### config.mk
export PLATFORM = sky130hd
export DESIGN_NAME = serial_to_parallel_receiver
export DESIGN_NICKNAME = d
export VERILOG_FILES = /design/src/rtl/serial_rx_pkg.sv /design/src/rtl/rx_bit_counter.sv /design/src/rtl/serial_to_parallel_receiver.sv
export SDC_FILE = /design/constraint.sdc
export NUM_CORES = 1
export LEC_CHECK = 0
export ABC_AREA = 0
export ABC_CLOCK_PERIOD_IN_PS = 1500
export CORE_AREA = 2 2 46 48
export CTS_CLUSTER_DIAMETER = 60
export DETAILED_ROUTE_END_ITERATION = 8
export DIE_AREA = 0 0 48 50
export PLACE_DENSITY = 0.68
export SLEW_MARGIN = 15
export SYNTH_ARGS = -nofsm -noshare
export SYNTH_HDL_FRONTEND = slang
export SYNTH_SLANG_ARGS = --single-unit
export TNS_END_PERCENT = 5
### constraint.sdc
create_clock -name clk -period 1.5 [get_ports clk]
set_input_delay 0.45 -clock clk [delete_from_list [all_inputs] [get_ports clk]]
set_output_delay 0.45 -clock clk [all_outputs]
set_load 0.05 [all_outputs]
### src/rtl/serial_rx_pkg.sv
// Shared types and helpers for the serial-to-parallel receiver.
package serial_rx_pkg;

  typedef enum logic [1:0] {
    IDLE    = 2'd0,
    COLLECT = 2'd1,
    WAIT    = 2'd2
  } rx_state_e;

  function automatic int cnt_width(input int wl);
    return $clog2(wl);
  endfunction

endpackage

### src/rtl/rx_bit_counter.sv
// Bit counter for the receiver: clear, enable and a terminal-count flag at WL-1.
module rx_bit_counter
  import serial_rx_pkg::*;
#(
  parameter int WL = 4
) (
  input  logic clk,
  input  logic reset,
  input  logic clr,
  input  logic en,
  output logic tc
);

  localparam int CW = cnt_width(WL);

  logic [CW-1:0] cnt_q, cnt_d;

  always_comb begin
    cnt_d = cnt_q;
    if (clr)
      cnt_d = '0;
    else if (en)
      cnt_d = cnt_q + CW'(1);
  end

  always_ff @(posedge clk or negedge reset) begin
    if (!reset)
      cnt_q <= '0;
    else
      cnt_q <= cnt_d;
  end

  assign tc = (cnt_q == CW'(WL - 1));

endmodule

### src/rtl/serial_to_parallel_receiver.sv
// LSB-first serial collector with a one-word ready/valid output buffer and sticky overrun flag.
//
// state   | meaning
// IDLE    | no frame in progress; waiting for start
// COLLECT | shifting bits into shreg
// WAIT    | word complete in shreg, output buffer still occupied
module serial_to_parallel_receiver
  import serial_rx_pkg::*;
#(
  parameter int WORD_LENGTH = 4
) (
  input  logic                   clk,
  input  logic                   reset,
  input  logic                   start,
  input  logic                   shift,
  input  logic                   serialInput,
  input  logic                   outReady,
  output logic [WORD_LENGTH-1:0] parallelOutput,
  output logic                   outValid,
  output logic                   busy,
  output logic                   overrun
);

  rx_state_e              state_q, state_d;
  logic [WORD_LENGTH-1:0] shreg_q, shreg_d;
  logic [WORD_LENGTH-1:0] out_q, out_d;
  logic                   out_valid_q, out_valid_d;
  logic                   overrun_q, overrun_d;
  logic                   cnt_clr, cnt_en, cnt_tc;
  logic                   buf_free;
  logic [WORD_LENGTH-1:0] word_next;

  rx_bit_counter #(.WL(WORD_LENGTH)) u_cnt (
    .clk   (clk),
    .reset (reset),
    .clr   (cnt_clr),
    .en    (cnt_en),
    .tc    (cnt_tc)
  );

  assign buf_free  = !out_valid_q || outReady;
  assign word_next = {serialInput, shreg_q[WORD_LENGTH-1:1]};

  always_comb begin
    state_d     = state_q;
    shreg_d     = shreg_q;
    out_d       = out_q;
    out_valid_d = out_valid_q;
    overrun_d   = overrun_q;
    cnt_clr     = 1'b0;
    cnt_en      = 1'b0;

    // Consumption first; a same-edge load below overrides it.
    if (out_valid_q && outReady)
      out_valid_d = 1'b0;

    unique case (state_q)
      IDLE: begin
        if (start) begin
          state_d   = COLLECT;
          shreg_d   = '0;
          overrun_d = 1'b0;
          cnt_clr   = 1'b1;
        end
      end
      COLLECT: begin
        if (start) begin
          shreg_d = '0;
          cnt_clr = 1'b1;
        end else if (shift) begin
          if (!cnt_tc) begin
            shreg_d = word_next;
            cnt_en  = 1'b1;
          end else if (buf_free) begin
            out_d       = word_next;
            out_valid_d = 1'b1;
            state_d     = IDLE;
            cnt_clr     = 1'b1;
          end else begin
            shreg_d = word_next;
            state_d = WAIT;
          end
        end
      end
      WAIT: begin
        if (shift)
          overrun_d = 1'b1;
        if (buf_free) begin
          out_d       = shreg_q;
          out_valid_d = 1'b1;
          state_d     = IDLE;
          cnt_clr     = 1'b1;
        end
      end
      default: state_d = IDLE;
    endcase
  end

  always_ff @(posedge clk or negedge reset) begin
    if (!reset) begin
      state_q     <= IDLE;
      shreg_q     <= '0;
      out_q       <= '0;
      out_valid_q <= 1'b0;
      overrun_q   <= 1'b0;
    end else begin
      state_q     <= state_d;
      shreg_q     <= shreg_d;
      out_q       <= out_d;
      out_valid_q <= out_valid_d;
      overrun_q   <= overrun_d;
    end
  end

  assign parallelOutput = out_q;
  assign outValid       = out_valid_q;
  assign busy           = (state_q != IDLE);
  assign overrun        = overrun_q;

endmodule

==> metrics.cfg <==
[status]
outcome=complete, but fails checks
violations=setup timing

[clocking]
clk_latency_ps=280
postCtsHoldBufs=0
htree_num_levels=1
clock-sinks=14
cts_tree=yes
cts_inserted_buffers=3
cts_root_buf=clkbuf_4
cts_buffer_depth=2
clk_pin_slew_worst_paths_ps=90

[route]
wl_per_cell_um=13.4
initialDrtViolationCount=16
drt-pass1-iter-count=4
vias_per_cell=4.98
vias=672
drc_errors=0
drt-total-wl_mm=1.81
drtAntennaViolNets=0

[floorplanning]
dieHeight_um=50
dieArea_sq_um=2400
initial_core_util_pct=42.1
die_x_um=48
io_pins=13
core_area_sq_um=1900
fp-row-count=16

[worst_setup_path]
worstSetupEndpointType=output pin
reg2reg_slack_ps=-10
path_class=flop to output pin
crit_arrival_ps=1130
crit_path_max_fanout=3
critPathCapture=busy
reg2reg_from=state_q[1]
worstSetupStartpointType=flop
cp.required_ps=1050
critPathLaunch=state_q[1]
worstRegToRegCells=5
r2r-end=parallelOutput[3]

[yosys]
synth_edf_count=0
yosysWarnings=0
synth_top_area_cell=dfrtp_1
yosys_register_bits=14
yosys_most_used_dff=dfrtp_1
synth_cell_type_count=24
ys_seq_area_share_pct=43.8
netlist_area_sq_um=801
ys_async_sr_fraction_pct=100
synth_area_per_cell_sq_um=10.8
yosysMostFrequentCell=dfrtp_1
yosysTopAreaCellShare_pct=43.8
synth.area.top_cells=dfrtp_1 (44%), ha_1 (9.4%), mux2i_1 (6.3%)
synth_common_cells=dfrtp_1 (14), nand2_1 (8), a21oi_1 (7), ha_1 (6)
synthesis.nets=86
synth_cells=74

[sta]
relSlewSlack_pct=80.5
drv_slew=0
fin_skew_ps=5.28
tightest_slew_ps=293
period_needed_ps=1580
rsz0062_at_grt=yes
fin_ws_ps=-81.5
hold_viol_final=0
fin_crit_sh_pct=105
fmax_ghz=0.632
timing.hold.ws_ps=470
finalSetupViolations=5

[place]
post-dp-hpwl_mm=1.27
gp_congestion=0.784
pre_cts_slack_ps=-332
io_buffers=12
dp.cells=128

[final_layout]
final_layout_size_suffix_gt1_share_pct=46.3
fin_cells=135
n_fill_cell=140
area_growth_pct=58.9
diodes=0
nets=121

[global_route]
antenna_found_initial=0
grt_overflow_total=0
grt_pass1_vias=660
grt_usage_pct=16.9
grt_max_degree=15
grt_pass1_wl_mm=2.95

[pwr]
power.density_nw_per_um2=1380
peakVddDrop_mv=1.04
leakage_nw=0.577

[job]
maxCapViolations=0

[worst_hold_path]
hold_path_class=input port to asynchronous set/reset pin

[cell usage in the layout, fill, tap and decap left out, drive strengths merged, types with 4 or more instances in the layout]
cell type	synthesis	layout
a21oi	7	7
a22o	4	4
buf	1	26
clkbuf	0	4
clkdlybuf4s50	0	4
dfrtp	14	14
ha	6	6
inv	4	4
mux2i	5	5
nand2	8	8
nor2	5	5
o21ai	4	4
[state kept, by name (all words and copies together) (netlist names)]
signal,cells
outValid,1
overrun,1
parallelOutput,4
shreg_q,4
state_q,2
u_cnt.cnt_q,2
[metrics by stage]
stage	TNS, ps	utilization, %	instance area [sq um]	power (mW)
global placement	-2850	60.5	1150	1.29
global route	-779	66.9	1270	1.87
floorplan	-20.6	-	818	0.933
finish	-107	66.9	1270	1.75
detailed placement	-3280	60.5	1150	1.31
CTS	-282	64.5	1230	1.66
[cells by family after synthesis]
| family | after synthesis | synth area share [%] |
|---|---|---|
| xor gates and xnor gates | 1 | 1.09 |
| AOI/OAI and AO/OA | 20 | 19.5 |
| muxes | 6 | 7.66 |
| DFF | 14 | 43.8 |
| and+or+nand+nor | 22 | 15.8 |
| buffers and inverters | 5 | 2.81 |
| adders and majority gates | 6 | 9.37 |
[worst max-delay path, cell delays in order (launching register included)]
cell and delay (ps):
dfrtp_2 440, inv_4 90, ha_4 140, inv_2 40
buf_12 130
[layer usage]
metal / vias up / global-route usage, % / share of wire, %
met5: - / 0 / 0
met4: 0 / 5.41 / 2.0
met3: 6 / 3.30 / 4.8
met2: 23 / 26.2 / 49
met1: 310 / 23.1 / 44
li1: 333 / - / -
[where the power goes]
group / switching [mW] / total [mW] / internal [mW]
sequential: 0.0524 / 0.487 / 0.435
clock: 0.125 / 0.273 / 0.148
combinational: 0.481 / 0.994 / 0.513
[how the worst min path moves through the flow]
stage	startpoint	cells after the start	slack, ps	end
after global routing	reset	2	500	parallelOutput[0]
final	reset	2	470	state_q[1]
after detailed placement	shreg_q[0]	1	490	shreg_q[0]
after global placement	shreg_q[0]	1	500	shreg_q[0]
after floorplan	reset	0	150	outValid
after CTS	reset	2	480	outValid
[what timing repair did]
item                                    4_1_cts  5_1_grt
pin swaps                                     2        6
endpoints found under the setup margin        7       13
gates resized for setup                       5       10
setup buffers                                 3        0
[final cells by class]
| cell class | instances | area, sq um | share of cell area [%] |
|---|---|---|---|
| flip-flops and latches | 14 | 352 | 27.6 |
| well taps | 27 | 33.8 | 2.65 |
| repair buffers | 31 | 343 | 26.9 |
| clock buffers | 4 | 36.3 | 2.85 |
| multi-input cells | 55 | 490 | 38.5 |
| inverters | 4 | 17.5 | 1.38 |
No activity file was read; power rests on OpenSTA's default activity.
